[config.mk]
export PLATFORM = sky130hd
export DESIGN_NAME = seq_divider_flat
export DESIGN_NICKNAME = d
export VERILOG_FILES = /design/src/rtl/seq_divider_if.sv /design/src/rtl/seq_divider.sv /design/src/flat_wrapper.sv
export SDC_FILE = /design/constraint.sdc
export NUM_CORES = 1
export LEC_CHECK = 0
export BUFFER_PORTS_ARGS = -buffer_cell sky130_fd_sc_hd__buf_4
export CORE_ASPECT_RATIO = 1.1
export CORE_MARGIN = 2
export CORE_UTILIZATION = 51
export DETAILED_ROUTE_END_ITERATION = 8
export MAX_ROUTING_LAYER = met4
export PLACE_DENSITY = 0.76
export SLEW_MARGIN = 25
export SYNTH_ARGS = -nofsm -noshare
export SYNTH_HDL_FRONTEND = slang
export SYNTH_SLANG_ARGS = --single-unit
[constraint.sdc]
create_clock -name clk -period 2.9 [get_ports clk]
set_input_delay 0.145 -clock clk [delete_from_list [all_inputs] [get_ports clk]]
set_output_delay 0.145 -clock clk [all_outputs]
set_load 0.02 [all_outputs]
[src/rtl/seq_divider_if.sv]
// Start/done handshake and operand/result bundle between a requester and seq_divider.
// The requester drives the operands and start; the divider returns status and results.
interface seq_divider_if #(
    parameter int unsigned WIDTH = 32
) ();
    logic             start;
    logic [WIDTH-1:0] dividend;
    logic [WIDTH-1:0] divisor;
    logic             busy;
    logic             done;
    logic [WIDTH-1:0] quotient;
    logic [WIDTH-1:0] remainder;
    logic             div_by_zero;

    modport master (
        output start, dividend, divisor,
        input  busy, done, quotient, remainder, div_by_zero
    );

    modport slave (
        input  start, dividend, divisor,
        output busy, done, quotient, remainder, div_by_zero
    );
endinterface

[src/rtl/seq_divider.sv]
// Multi-cycle unsigned restoring divider: one quotient bit per clock through a single subtractor.
// Results and the divide-by-zero flag are registered and held until the next accepted start.
module seq_divider #(
    parameter int unsigned WIDTH = 32
) (
    input  logic          clk,
    input  logic          rst_n,
    seq_divider_if.slave  bus
);
    localparam int unsigned CntW = $clog2(WIDTH);

    typedef enum logic [1:0] {StIdle, StRun, StDone} state_e;

    state_e            state_q, state_d;
    logic [WIDTH-1:0]  r_q, r_d;
    logic [WIDTH-1:0]  q_q, q_d;
    logic [WIDTH-1:0]  d_q, d_d;
    logic [CntW-1:0]   cnt_q, cnt_d;
    logic [WIDTH-1:0]  quo_q, quo_d;
    logic [WIDTH-1:0]  rem_q, rem_d;
    logic              busy_q, busy_d;
    logic              done_q, done_d;
    logic              dbz_q, dbz_d;

    // Subtractor: T - D over 33 bits so the top bit is the borrow out.
    logic [WIDTH-1:0]  trial;
    logic [WIDTH:0]    sub;
    logic [WIDTH-1:0]  diff;
    logic              borrow;
    logic              take;
    logic [WIDTH-1:0]  r_next;
    logic [WIDTH-1:0]  q_next;

    assign trial  = {r_q[WIDTH-2:0], q_q[WIDTH-1]};
    assign sub    = {1'b0, trial} - {1'b0, d_q};
    assign diff   = sub[WIDTH-1:0];
    assign borrow = sub[WIDTH];
    // A set R[31] means the 33-bit trial already exceeds D, so diff is exact.
    assign take   = r_q[WIDTH-1] | ~borrow;
    assign r_next = take ? diff : trial;
    assign q_next = {q_q[WIDTH-2:0], take};

    always_comb begin
        state_d = state_q;
        r_d     = r_q;
        q_d     = q_q;
        d_d     = d_q;
        cnt_d   = cnt_q;
        quo_d   = quo_q;
        rem_d   = rem_q;
        busy_d  = busy_q;
        done_d  = 1'b0;
        dbz_d   = dbz_q;

        unique case (state_q)
            // The done cycle doubles as an acceptance slot: one division every 33 cycles.
            StIdle, StDone: begin
                state_d = StIdle;
                if (bus.start) begin
                    if (bus.divisor != '0) begin
                        d_d     = bus.divisor;
                        q_d     = bus.dividend;
                        r_d     = '0;
                        cnt_d   = '0;
                        busy_d  = 1'b1;
                        dbz_d   = 1'b0;
                        state_d = StRun;
                    end else begin
                        quo_d   = '1;
                        rem_d   = bus.dividend;
                        dbz_d   = 1'b1;
                        done_d  = 1'b1;
                        state_d = StDone;
                    end
                end
            end
            StRun: begin
                r_d   = r_next;
                q_d   = q_next;
                cnt_d = cnt_q + 1'b1;
                if (cnt_q == CntW'(WIDTH - 1)) begin
                    quo_d   = q_next;
                    rem_d   = r_next;
                    busy_d  = 1'b0;
                    done_d  = 1'b1;
                    state_d = StDone;
                end
            end
            default: state_d = StIdle;
        endcase
    end

    always_ff @(posedge clk) begin
        if (!rst_n) begin
            state_q <= StIdle;
            r_q     <= '0;
            q_q     <= '0;
            d_q     <= '0;
            cnt_q   <= '0;
            quo_q   <= '0;
            rem_q   <= '0;
            busy_q  <= 1'b0;
            done_q  <= 1'b0;
            dbz_q   <= 1'b0;
        end else begin
            state_q <= state_d;
            r_q     <= r_d;
            q_q     <= q_d;
            d_q     <= d_d;
            cnt_q   <= cnt_d;
            quo_q   <= quo_d;
            rem_q   <= rem_d;
            busy_q  <= busy_d;
            done_q  <= done_d;
            dbz_q   <= dbz_d;
        end
    end

    assign bus.busy        = busy_q;
    assign bus.done        = done_q;
    assign bus.quotient    = quo_q;
    assign bus.remainder   = rem_q;
    assign bus.div_by_zero = dbz_q;
endmodule

[src/flat_wrapper.sv]
// flat-port wrapper written by rule: the top's interface ports become plain ports
module seq_divider_flat 
#(
    parameter int unsigned WIDTH = 32
)
  (clk, rst_n, bus_start, bus_dividend, bus_divisor, bus_busy, bus_done, bus_quotient, bus_remainder, bus_div_by_zero);
  seq_divider_if #(.WIDTH(WIDTH)) bus_i ();
  input  logic clk;
  input  logic rst_n;
  input wire logic [$bits(bus_i.start)-1:0] bus_start;
  input wire logic [$bits(bus_i.dividend)-1:0] bus_dividend;
  input wire logic [$bits(bus_i.divisor)-1:0] bus_divisor;
  output wire logic [$bits(bus_i.busy)-1:0] bus_busy;
  output wire logic [$bits(bus_i.done)-1:0] bus_done;
  output wire logic [$bits(bus_i.quotient)-1:0] bus_quotient;
  output wire logic [$bits(bus_i.remainder)-1:0] bus_remainder;
  output wire logic [$bits(bus_i.div_by_zero)-1:0] bus_div_by_zero;
  assign bus_i.start = bus_start;
  assign bus_i.dividend = bus_dividend;
  assign bus_i.divisor = bus_divisor;
  assign bus_busy = bus_i.busy;
  assign bus_done = bus_i.done;
  assign bus_quotient = bus_i.quotient;
  assign bus_remainder = bus_i.remainder;
  assign bus_div_by_zero = bus_i.div_by_zero;
  seq_divider #(.WIDTH(WIDTH)) u_core (.clk(clk), .rst_n(rst_n), .bus(bus_i));
endmodule
==> results.tsv <==
stage	metric	value	unit
layout	drive_gt1_frac	0.1881	
logic_synthesis	syn-num-nets	1205	
clock_tree	tritoncts	yes	
critical_path	cp.required	3.27	ns
route	drt-vias-per-instance	5.657	
logic_synthesis	synthCells	1103	
logic_synthesis	yosysWarnings	0	
clock_tree	h-tree-depth	4	
timing	fin_crit_sh	0.9749	
job	max-cap-violations	0	
critical_path	critical_path.startpoint	u_core.d_q[7]	
power	vdd_drop_max	0.0004857	V
floorplanning	num_rows	49	
layout	nFillCells	1392	
clock_tree	clk_path_buf_depth	2	
critical_path	end_kind	flop	
hold_path	hp-class	input port to flop	
power	power.leakage	4.401	nW
critical_path	r2r-end	u_core.r_q[26]	
timing	fin_worst_skew	0.008838	ns
logic_synthesis	synth.distinct_cells	49	
place	dp_cells	1390	
critical_path	cp_top_family	compound AO/OA/AOI/OAI gates	
floorplanning	dieArea	17480	um^2
critical_path	r2r_cells	12	
layout	insertedDiodeCount	0	
timing	fmax	353.7	MHz
layout	fin_cells	1480	
floorplanning	die_h	138.5	um
global_route	grt_pass1_vias	7731	
critical_path	reg2reg_from	u_core.d_q[7]	
logic_synthesis	synth.most_common_cell	nand2_1	
place	routabilityCongestion	0.9193	
route	drc	0	
timing	finalHoldViolations	0	
logic_synthesis	yosysTopAreaCellShare	0.4059	
timing	fin_crit	2.827	ns
critical_path	crit_arrival	3.19	ns
layout	nNetsFinal	1365	
clock_tree	clk_pin_slew	0.07	ns
hold_path	hold_end	u_core.q_q[1]	
logic_synthesis	synth_area_leaders	dfxtp_1, a21oi_1, nand2_1, o21ai_0, ha_1	
route	final_antenna_net_count	0	
global_route	grt_pass1_wl	38380	um
route	dr_total_vias	8373	
critical_path	cp_slowest_cell	a2111o_1	
layout	area_growth	29.71	%
logic_synthesis	synth_ff_type	dfxtp_1	
floorplanning	die_x	126.3	um
place	place_hpwl	16410	um
clock_tree	cts-root-buf	clkbuf_16	
critical_path	critPathBufInv	2	
place	port_buffers	133	
route	drtIter0Drc	695	
critical_path	start_kind	flop	
floorplanning	initial_utilization	0.5161	
clock_tree	insertion_delay	0.43	ns
critical_path	cp_common_cell	a21oi_1	
logic_synthesis	ys_seq_area_frac	0.4059	
timing	setup_total_negative_slack	0	ns
critical_path	critPathKind	flop to flop	
status	status	finished, final reports clean	
critical_path	path_cells	inv_1 -> ha_1 -> a21oi_1 -> o21ai_0 -> a31oi_1 -> a21oi_2 -> or2_2 -> buf_4 -> a2111o_1 -> nand4_1 -> a22oi_1 -> a21oi_1	
global_route	grt_overflow	0	
clock_tree	cts_sinks	170	
floorplanning	coreArea	16250	um^2
logic_synthesis	ys_top_cells_by_count	nand2_1, dfxtp_1, a21oi_1	
timing	slew_headroom	0.4275	
critical_path	crit_fanout	6	
global_route	grt_max_degree	114	
floorplanning	pin_count	134	
global_route	antenna_found_initial	0	
logic_synthesis	syn_area_per_cell	7.601	um^2
global_route	grt_util_all_layers	0.2742	
clock_tree	cts_buffers	17	
logic_synthesis	synth-edff-count	0	
power	powerDensity	961.1	nW/um^2
logic_synthesis	ys_ff_latch	170	
hold_path	hold_path_startpoint	bus_dividend[1]	
logic_synthesis	async_flop_share	0	
timing	worst_pin_slew	0.8568	ns
critical_path	max_stage_delay	0.39	ns
logic_synthesis	synth.largest_area_cell	dfxtp_1	
timing	setup_viol	0	
route	routed_wl	23910	um
timing	maxSlewViolCount	0	
critical_path	r2r_slack	0.07	ns
hold_path	min_path_cells	3	
route	wl_per_cell	16.15	um
logic_synthesis	netlist_area	8384	um^2
route	drt_first_pass_iters	7	
cells by family after synthesis:
logic type	Yosys count	share of synthesized area
adders and majority gates	35	0.05313
buffers and inverters	123	0.05969
xor gates and xnor gates	24	0.02507
DFF	170	0.4059
AOI/OAI and AO/OA	359	0.2537
and+or+nand+nor	392	0.2025
worst max-delay path by stage:
stage / slack [ns] / end / depth (start not counted)
3_3_place_gp: 0.03 / u_core.r_q[30] / 12
2_1_floorplan: 0.20 / u_core.r_q[30] / 12
5_1_grt: -0.03 / u_core.r_q[22] / 13
6_report: 0.07 / u_core.r_q[26] / 12
4_1_cts: 0.06 / u_core.bus.remainder[22] / 13
3_5_place_dp: -0.03 / u_core.r_q[30] / 12
routing by layer:
metal	GRT usage	wire length, um	part of all wire	up-vias
met5	-	0	0	-
met4	0.07577	478	0.020	0
met3	0.04683	1292	0.054	38
met2	0.4219	11030	0.46	273
met1	0.3741	11100	0.46	3871
li1	-	-	-	4191
layout by cell type, fill, tap and decap left out, drive strengths merged, types with 13 or more instances in the layout:
cell type    instances
ha                  34
dlygate4sd3         58
dfxtp              170
clkbuf              18
a21oi              167
nor2                65
a31oi               44
nor3                72
xnor2               13
buf                161
nand2              199
inv                 52
o21ai               86
a22oi               25
where the power goes:
group	total [mW]	internal (mW)	switching [mW]
registers	2.87	2.59	0.280
logic	5.31	2.21	3.10
clock network	2.28	1.24	1.04
worst register-to-register path, delay by kind of cell (launching register included):
family                   cells  cell delay (ns)
AO/OA/AOI/OAI                7             1.46
AND/OR/NAND/NOR              2             0.41
adder cells (fa/ha/maj)      1             0.37
flip-flops                   1             0.33
buffers and inverters        2             0.20
stage by stage:
| step | setup WS (ns) | util | power, mW | instance area (um^2) | hold slack, ns |
|---|---|---|---|---|---|
| floorplan | 0.1967 | - | 6.549 | 8384 | 0.2810 |
| global placement | 0.03420 | 0.5922 | 7.793 | 9622 | 0.4053 |
| detailed placement | -0.03486 | 0.5922 | 7.836 | 9622 | 0.4105 |
| CTS | 0.05713 | 0.6657 | 10.22 | 10820 | 0.004136 |
| global route | -0.02808 | 0.6694 | 11.09 | 10880 | 0.01255 |
| finish | 0.07266 | 0.6694 | 10.45 | 10880 | 0.006294 |
flip-flops by register name (all words and copies together) (netlist names):
name                    cells
u_core.bus.done             1
u_core.q_q                 32
u_core.state_q              2
u_core.cnt_q                5
u_core.bus.busy             1
u_core.d_q                 32
u_core.bus.remainder       32
u_core.r_q                 32
u_core.bus.div_by_zero      1
u_core.bus.quotient        32
final cells by class:
cell class / instances / area [um^2] / area share
well taps: 204 / 255.2 / 0.02347
multi-input cells: 810 / 4602 / 0.4231
flip-flops and latches: 170 / 3403 / 0.3129
clock buffers: 18 / 439.2 / 0.04038
repair buffers: 219 / 1852 / 0.1703
inverters: 45 / 168.9 / 0.01553
clock inverters: 14 / 155.1 / 0.01427
timing repair:
item / 4_1_cts / 5_1_grt
setup buffers: 0 / 0
resized for setup: 3 / 12
endpoints found under the setup margin: 4 / 62
pin swaps: 0 / 10
hold buffers: 58 / 0
endpoints found under the hold margin: 61 / 0
No activity file was read; power rests on OpenSTA's default activity.
